File: src/rtl/pipe_pkg.sv
// Shared pipeline definitions: stage occupancy states, canonical NOP payloads
// and the inter-stage payload layouts used by the CPU stages.
package pipe_pkg;
   localparam int OCC_W       = 2;
   localparam int PIPE_DATA_W = 160;

   // Encoding doubles as the occupancy count.
   typedef enum logic [OCC_W-1:0] {
      ST_EMPTY = 2'd0,
      ST_HALF  = 2'd1,
      ST_FULL  = 2'd2
   } stage_st_e;

   localparam logic [PIPE_DATA_W-1:0] PIPE_NOP    = '0;
   localparam logic [31:0]            RV_NOP_INST = 32'h0000_0013;

   typedef struct packed {
      logic [31:0] pc;
      logic [4:0]  rd;
      logic [7:0]  inst_id;
      logic [3:0]  inst_type;
      logic [31:0] op_a;
      logic [31:0] op_b;
      logic [31:0] imm;
      logic [14:0] rsvd;
   } id_ex_t;

   function automatic logic [OCC_W-1:0] st_occ(input stage_st_e st);
      return OCC_W'(st);
   endfunction
endpackage

File: src/rtl/pipe_slot.sv
// One payload register of a pipeline stage; clear wins over load and both
// reset and clear return it to the bubble value.
module pipe_slot
   import pipe_pkg::*;
#(
   parameter int                DATA_W  = PIPE_DATA_W,
   parameter logic [DATA_W-1:0] NOP_VAL = {DATA_W{1'b0}}
) (
   input  logic              clk_i,
   input  logic              rst_n_i,
   input  logic              load_i,
   input  logic              clear_i,
   input  logic [DATA_W-1:0] d_i,
   output logic [DATA_W-1:0] q_o
);
   logic [DATA_W-1:0] data_q, data_d;

   always_comb begin
      data_d = data_q;
      if (clear_i)
         data_d = NOP_VAL;
      else if (load_i)
         data_d = d_i;
   end

   always_ff @(posedge clk_i or negedge rst_n_i) begin
      if (!rst_n_i)
         data_q <= NOP_VAL;
      else
         data_q <= data_d;
   end

   assign q_o = data_q;
endmodule

File: src/rtl/pipe_stage_buf.sv
// Valid/ready inter-stage buffer with optional 2-entry skid and flush-to-bubble.
//   state    | meaning
//   ST_EMPTY | no entry held, dn_* shows the bubble
//   ST_HALF  | head valid, skid empty
//   ST_FULL  | head and skid valid, upstream blocked (skid build only)
module pipe_stage_buf
   import pipe_pkg::*;
#(
   parameter int                DATA_W  = PIPE_DATA_W,
   parameter logic [DATA_W-1:0] NOP_VAL = {DATA_W{1'b0}},
   parameter int                SKID_EN = 1
) (
   input  logic              clk_in,
   input  logic              rst_in,
   input  logic              rdy_in,
   input  logic              flush_in,
   input  logic              up_valid_in,
   input  logic [DATA_W-1:0] up_data_in,
   output logic              up_ready_out,
   output logic              dn_valid_out,
   output logic [DATA_W-1:0] dn_data_out,
   input  logic              dn_ready_in,
   output logic [OCC_W-1:0]  occ_out
);
   stage_st_e         state_q, state_d;
   logic              up_fire, dn_fire;
   logic              head_ld, head_clr, head_sel_skid, skid_ld, skid_clr;
   logic [DATA_W-1:0] head_q, skid_q, head_src;

   assign dn_valid_out = (state_q != ST_EMPTY);
   assign dn_data_out  = head_q;
   assign occ_out      = st_occ(state_q);
   assign up_fire      = rdy_in & up_valid_in & up_ready_out;
   assign dn_fire      = rdy_in & dn_valid_out & dn_ready_in;
   assign head_src     = head_sel_skid ? skid_q : up_data_in;

   always_comb begin
      state_d       = state_q;
      head_ld       = 1'b0;
      head_clr      = 1'b0;
      head_sel_skid = 1'b0;
      skid_ld       = 1'b0;
      skid_clr      = 1'b0;
      if (rdy_in) begin
         if (flush_in) begin
            state_d  = ST_EMPTY;
            head_clr = 1'b1;
            skid_clr = 1'b1;
         end else begin
            case (state_q)
               ST_EMPTY: begin
                  if (up_fire) begin
                     state_d = ST_HALF;
                     head_ld = 1'b1;
                  end
               end
               ST_HALF: begin
                  // Without a skid, up_fire in HALF implies dn_fire: the head is replaced.
                  if (up_fire && (dn_fire || SKID_EN == 0)) begin
                     head_ld = 1'b1;
                  end else if (up_fire) begin
                     state_d = ST_FULL;
                     skid_ld = 1'b1;
                  end else if (dn_fire) begin
                     state_d  = ST_EMPTY;
                     head_clr = 1'b1;
                  end
               end
               ST_FULL: begin
                  if (dn_fire) begin
                     state_d       = ST_HALF;
                     head_ld       = 1'b1;
                     head_sel_skid = 1'b1;
                     skid_clr      = 1'b1;
                  end
               end
               default: state_d = ST_EMPTY;
            endcase
         end
      end
   end

   always_ff @(posedge clk_in or negedge rst_in) begin
      if (!rst_in)
         state_q <= ST_EMPTY;
      else
         state_q <= state_d;
   end

   pipe_slot #(.DATA_W(DATA_W), .NOP_VAL(NOP_VAL)) u_head (
      .clk_i   (clk_in),
      .rst_n_i (rst_in),
      .load_i  (head_ld),
      .clear_i (head_clr),
      .d_i     (head_src),
      .q_o     (head_q)
   );

   generate
      if (SKID_EN != 0) begin : g_skid
         pipe_slot #(.DATA_W(DATA_W), .NOP_VAL(NOP_VAL)) u_skid (
            .clk_i   (clk_in),
            .rst_n_i (rst_in),
            .load_i  (skid_ld),
            .clear_i (skid_clr),
            .d_i     (up_data_in),
            .q_o     (skid_q)
         );
         // Registered ready: no combinational path from dn_ready_in.
         assign up_ready_out = rdy_in & (state_q != ST_FULL);
      end else begin : g_noskid
         assign skid_q       = NOP_VAL;
         assign up_ready_out = rdy_in & (!dn_valid_out | dn_ready_in);
      end
   endgenerate
endmodule

File: config.mk
export PLATFORM = sky130hd
export DESIGN_NAME = pipe_stage_buf
export DESIGN_NICKNAME = d
export VERILOG_FILES = /design/src/rtl/pipe_pkg.sv /design/src/rtl/pipe_slot.sv /design/src/rtl/pipe_stage_buf.sv
export SDC_FILE = /design/constraint.sdc
export NUM_CORES = 1
export LEC_CHECK = 0
export CAP_MARGIN = 10
export CORE_UTILIZATION = 50
export CTS_BUF_LIST = sky130_fd_sc_hd__clkbuf_4 sky130_fd_sc_hd__clkbuf_8 sky130_fd_sc_hd__clkbuf_16
export DETAILED_ROUTE_END_ITERATION = 7
export PLACE_DENSITY = 0.79
export SYNTH_ARGS = -nofsm -noshare
export SYNTH_HDL_FRONTEND = slang
export SYNTH_HIERARCHICAL = 1
export SYNTH_SLANG_ARGS = --single-unit
export TNS_END_PERCENT = 1
File: constraint.sdc
create_clock -name clk_in -period 2.2 [get_ports clk_in]
set_clock_uncertainty 0.1 [all_clocks]
set_input_delay 0.33 -clock clk_in [delete_from_list [all_inputs] [get_ports clk_in]]
set_output_delay 0.33 -clock clk_in [all_outputs]
set_load 0.02 [all_outputs]
==> impl_results.md <==
- DRT Wirelength: 38,100 um
- Setup crit end kind: primary output
- CP bufs+invs: 1
- Die span in y: 176 um
- Pwr dens: 725 nW/um^2
- GP Congestion: 0.847
- DR iter-0 viols: 697
- Max Clk Rate: 493 MHz
- GRT Resource Usage Total: 0.245
- Multi-input gate area: 6390 sq um
- CTS tree: built
- # Post-CTS Setup Buffers: 0
- Final net count: 1,762
- Routed vias: 10,700
- Clock sink total: 322
- Die ar.: 31,000 sq um
- H-tree levels: 2
- R2r setup slk: 180 ps
- Slowest CP cell: clkdlybuf4s50_1
- Clock Pin Slew Worst Setup and Hold Paths: 60 ps
- FF-to-FF path depth: 6
- Cell count after synthesis: 1,235
- Status: finished clean
- Synth unique cells: 27
- Die Wd: 176 um
- Root Driver: clkbuf_16
- Max-slew violations: 0
- Top FF cell, synth: dfrtp_1
- FP Rows: 63
- IO Pins: 330
- Fin. Hold Viols: 0
- Clk_lat worst skew: 510 ps
- Max cap viols: 0
- TNS Setup: 0 ps
- HP Class: in -> async
- Share of layout cells above drive strength 1: 0.139
- Number of flops mapped to enable cells by yosys: 0
- Syn avg cell area: 12.3 sq um
- First-pass GRT wire length: 60,300 um
- Vias in the first global route: 11,200
- Fillcell total: 2,116
- Sequential element share of the synthesized area: 0.532
- Synthesized Nets: 1,401
- Worst-Margin Slew: 390 ps
- Congestion Overflow GR: 0
- Period utilization: 0.922
- Buffers on Ports: 329
- Pre-CTS WS: -255 ps
- CP arrival: 1600 ps
- Crit Reg-Reg Endpoint: u_head/q_o[44]$_DFFE_PN0P_
- Critical Path Source Type: flip-flop
- Maximum vdd drop: 0.000731 V
- DRT antenna net count: 0
- Static Leak: 8.91 nW
- Top cell family by delay on the critical path: buffers and inverters
- CP required: 1770 ps
- Asr flop ratio synth: 1.00
- Setup violations, final: 0
- First-pass iteration count of the detailed router: 5
- Yosys Warn Count: 6
- WHS: 214 ps
- Clock Tree Buf Depth: 3
- FF/Latch Area: 8060 sq um
- CP Class: reg -> out
- RSZ-0062 raised after global routing: false
- Wire length per cell: 18.9 um
- Largest net degree at the start of global routing: 69
- Worst Path Max Fanout: 7
- Via density per instance: 5.31
- Core ar.: 29,700 sq um
- Dpl hpwl: 26,000 um
- R2r startpoint: occ_out[0]$_DFFE_PN0P_
- P&R area growth vs syn: 35.8%
- Crit path time final: 2030 ps
- Starting density of the core: 0.510
- CTS buffer count: 36
- Inst Count DP: 1,947
- Slew headroom: 0.740
- Yosys reg bits: 322
- Layout Cells excl Fill: 2,013
- Critical Path Max Stage Delay: 640 ps
- Worst-path cell chain: clkdlybuf4s50_1
- Initial antenna violation count: 1
- Final worst slack: 172 ps
- Synthesized area: 15,200 sq um
- DRC errors left: 0
flip-flops by register name, indices dropped and copies added (netlist names):
name	count
g_skid.u_skid/q_o	160
u_head/q_o	160
occ_out	2
through the flow:
step	power (W)	util	instance area (sq um)
CTS	0.0151	0.692	20600
global placement	0.00915	0.653	19400
detailed placement	0.00921	0.653	19400
floorplan	0.00777	-	15200
finish	0.0149	0.693	20600
global route	0.0155	0.692	20600
worst max path at each step:
stage,from,end,slack [ps],cells past startpoint
finish,occ_out[1]$_DFFE_PN0P_,occ_out[1],170,1
global route,occ_out[0]$_DFFE_PN0P_,u_head/q_o[44]$_DFFE_PN0P_,70,6
CTS,occ_out[1]$_DFFE_PN0P_,dn_valid_out,20,3
detailed placement,dn_ready_in,g_skid.u_skid/q_o[6]$_DFFE_PN0P_,-260,7
global placement,dn_ready_in,g_skid.u_skid/q_o[122]$_DFFE_PN0P_,-200,7
floorplan,occ_out[1]$_DFFE_PN0P_,g_skid.u_skid/q_o[100]$_DFFE_PN0P_,300,7
routing by layer:
layer	share of wire	wire (um)	track usage	vias up
li1	-	-	-	4929
met1	0.43	16400	0.329	5343
met2	0.47	17900	0.400	366
met3	0.078	2970	0.0573	60
met4	0.021	783	0.0652	0
met5	0	0	0	-
repair_timing:
| item | CTS | global route |
|---|---|---|
| hold endpoints to repair | 81 | 0 |
| setup endpoints to repair | 2 | 1 |
| hold buffers | 1 | 0 |
| gates resized for setup | 3 | 1 |
| pin swaps | 0 | 0 |
report_power, final:
part	total [W]	internal (W)	leakage (nW)	switching, W
Combinational	0.00256	0.00129	3.91	0.00127
Clock	0.00582	0.00349	0.590	0.00233
Sequential	0.00655	0.00630	4.41	0.000248
cell usage after synthesis (3+ instances only):
library cell / number / share of area
inv_1: 5 / 0.0012
a21oi_1: 3 / 0.00099
clkbuf_1: 26 / 0.0064
mux2_2: 71 / 0.053
buf_6: 9 / 0.0067
buf_4: 14 / 0.0069
nor2_1: 322 / 0.080
dfrtp_1: 322 / 0.53
mux2_1: 89 / 0.066
buf_1: 6 / 0.0015
buf_8: 23 / 0.023
buf_2: 11 / 0.0036
mux2i_1: 320 / 0.21
cells in the final DEF (no fill, tap or decap), types with 5 or more instances in the layout:
cell type | netlist | layout
clkbuf_8 | 0 | 9
mux2_2 | 71 | 71
clkdlybuf4s50_1 | 0 | 326
clkbuf_4 | 0 | 8
nor2_1 | 322 | 321
buf_12 | 0 | 42
inv_1 | 5 | 5
dfrtp_1 | 322 | 320
clkbuf_16 | 0 | 37
buf_4 | 14 | 40
clkinv_2 | 0 | 6
mux2_1 | 89 | 89
mux2i_1 | 320 | 320
final cells by class:
class | instances | area share
diodes | 2 | 0.000243
repair buffers | 412 | 0.216
clock buffers | 54 | 0.0539
inverters | 5 | 0.000912
multi-input cells | 819 | 0.311
well taps | 390 | 0.0237
clock inverters | 9 | 0.00268
flip-flops and latches | 322 | 0.392
cell families after synthesis:
logic type             after synthesis  synth area share
AO/OA/AOI/OAI                        9           0.00404
XOR/XNOR                             1          0.000578
buffers and inverters               94            0.0492
flip-flops                         322             0.532
multiplexers                       480             0.330
AND/OR/NAND/NOR                    329            0.0845
No activity file was read; power rests on OpenSTA's default activity.
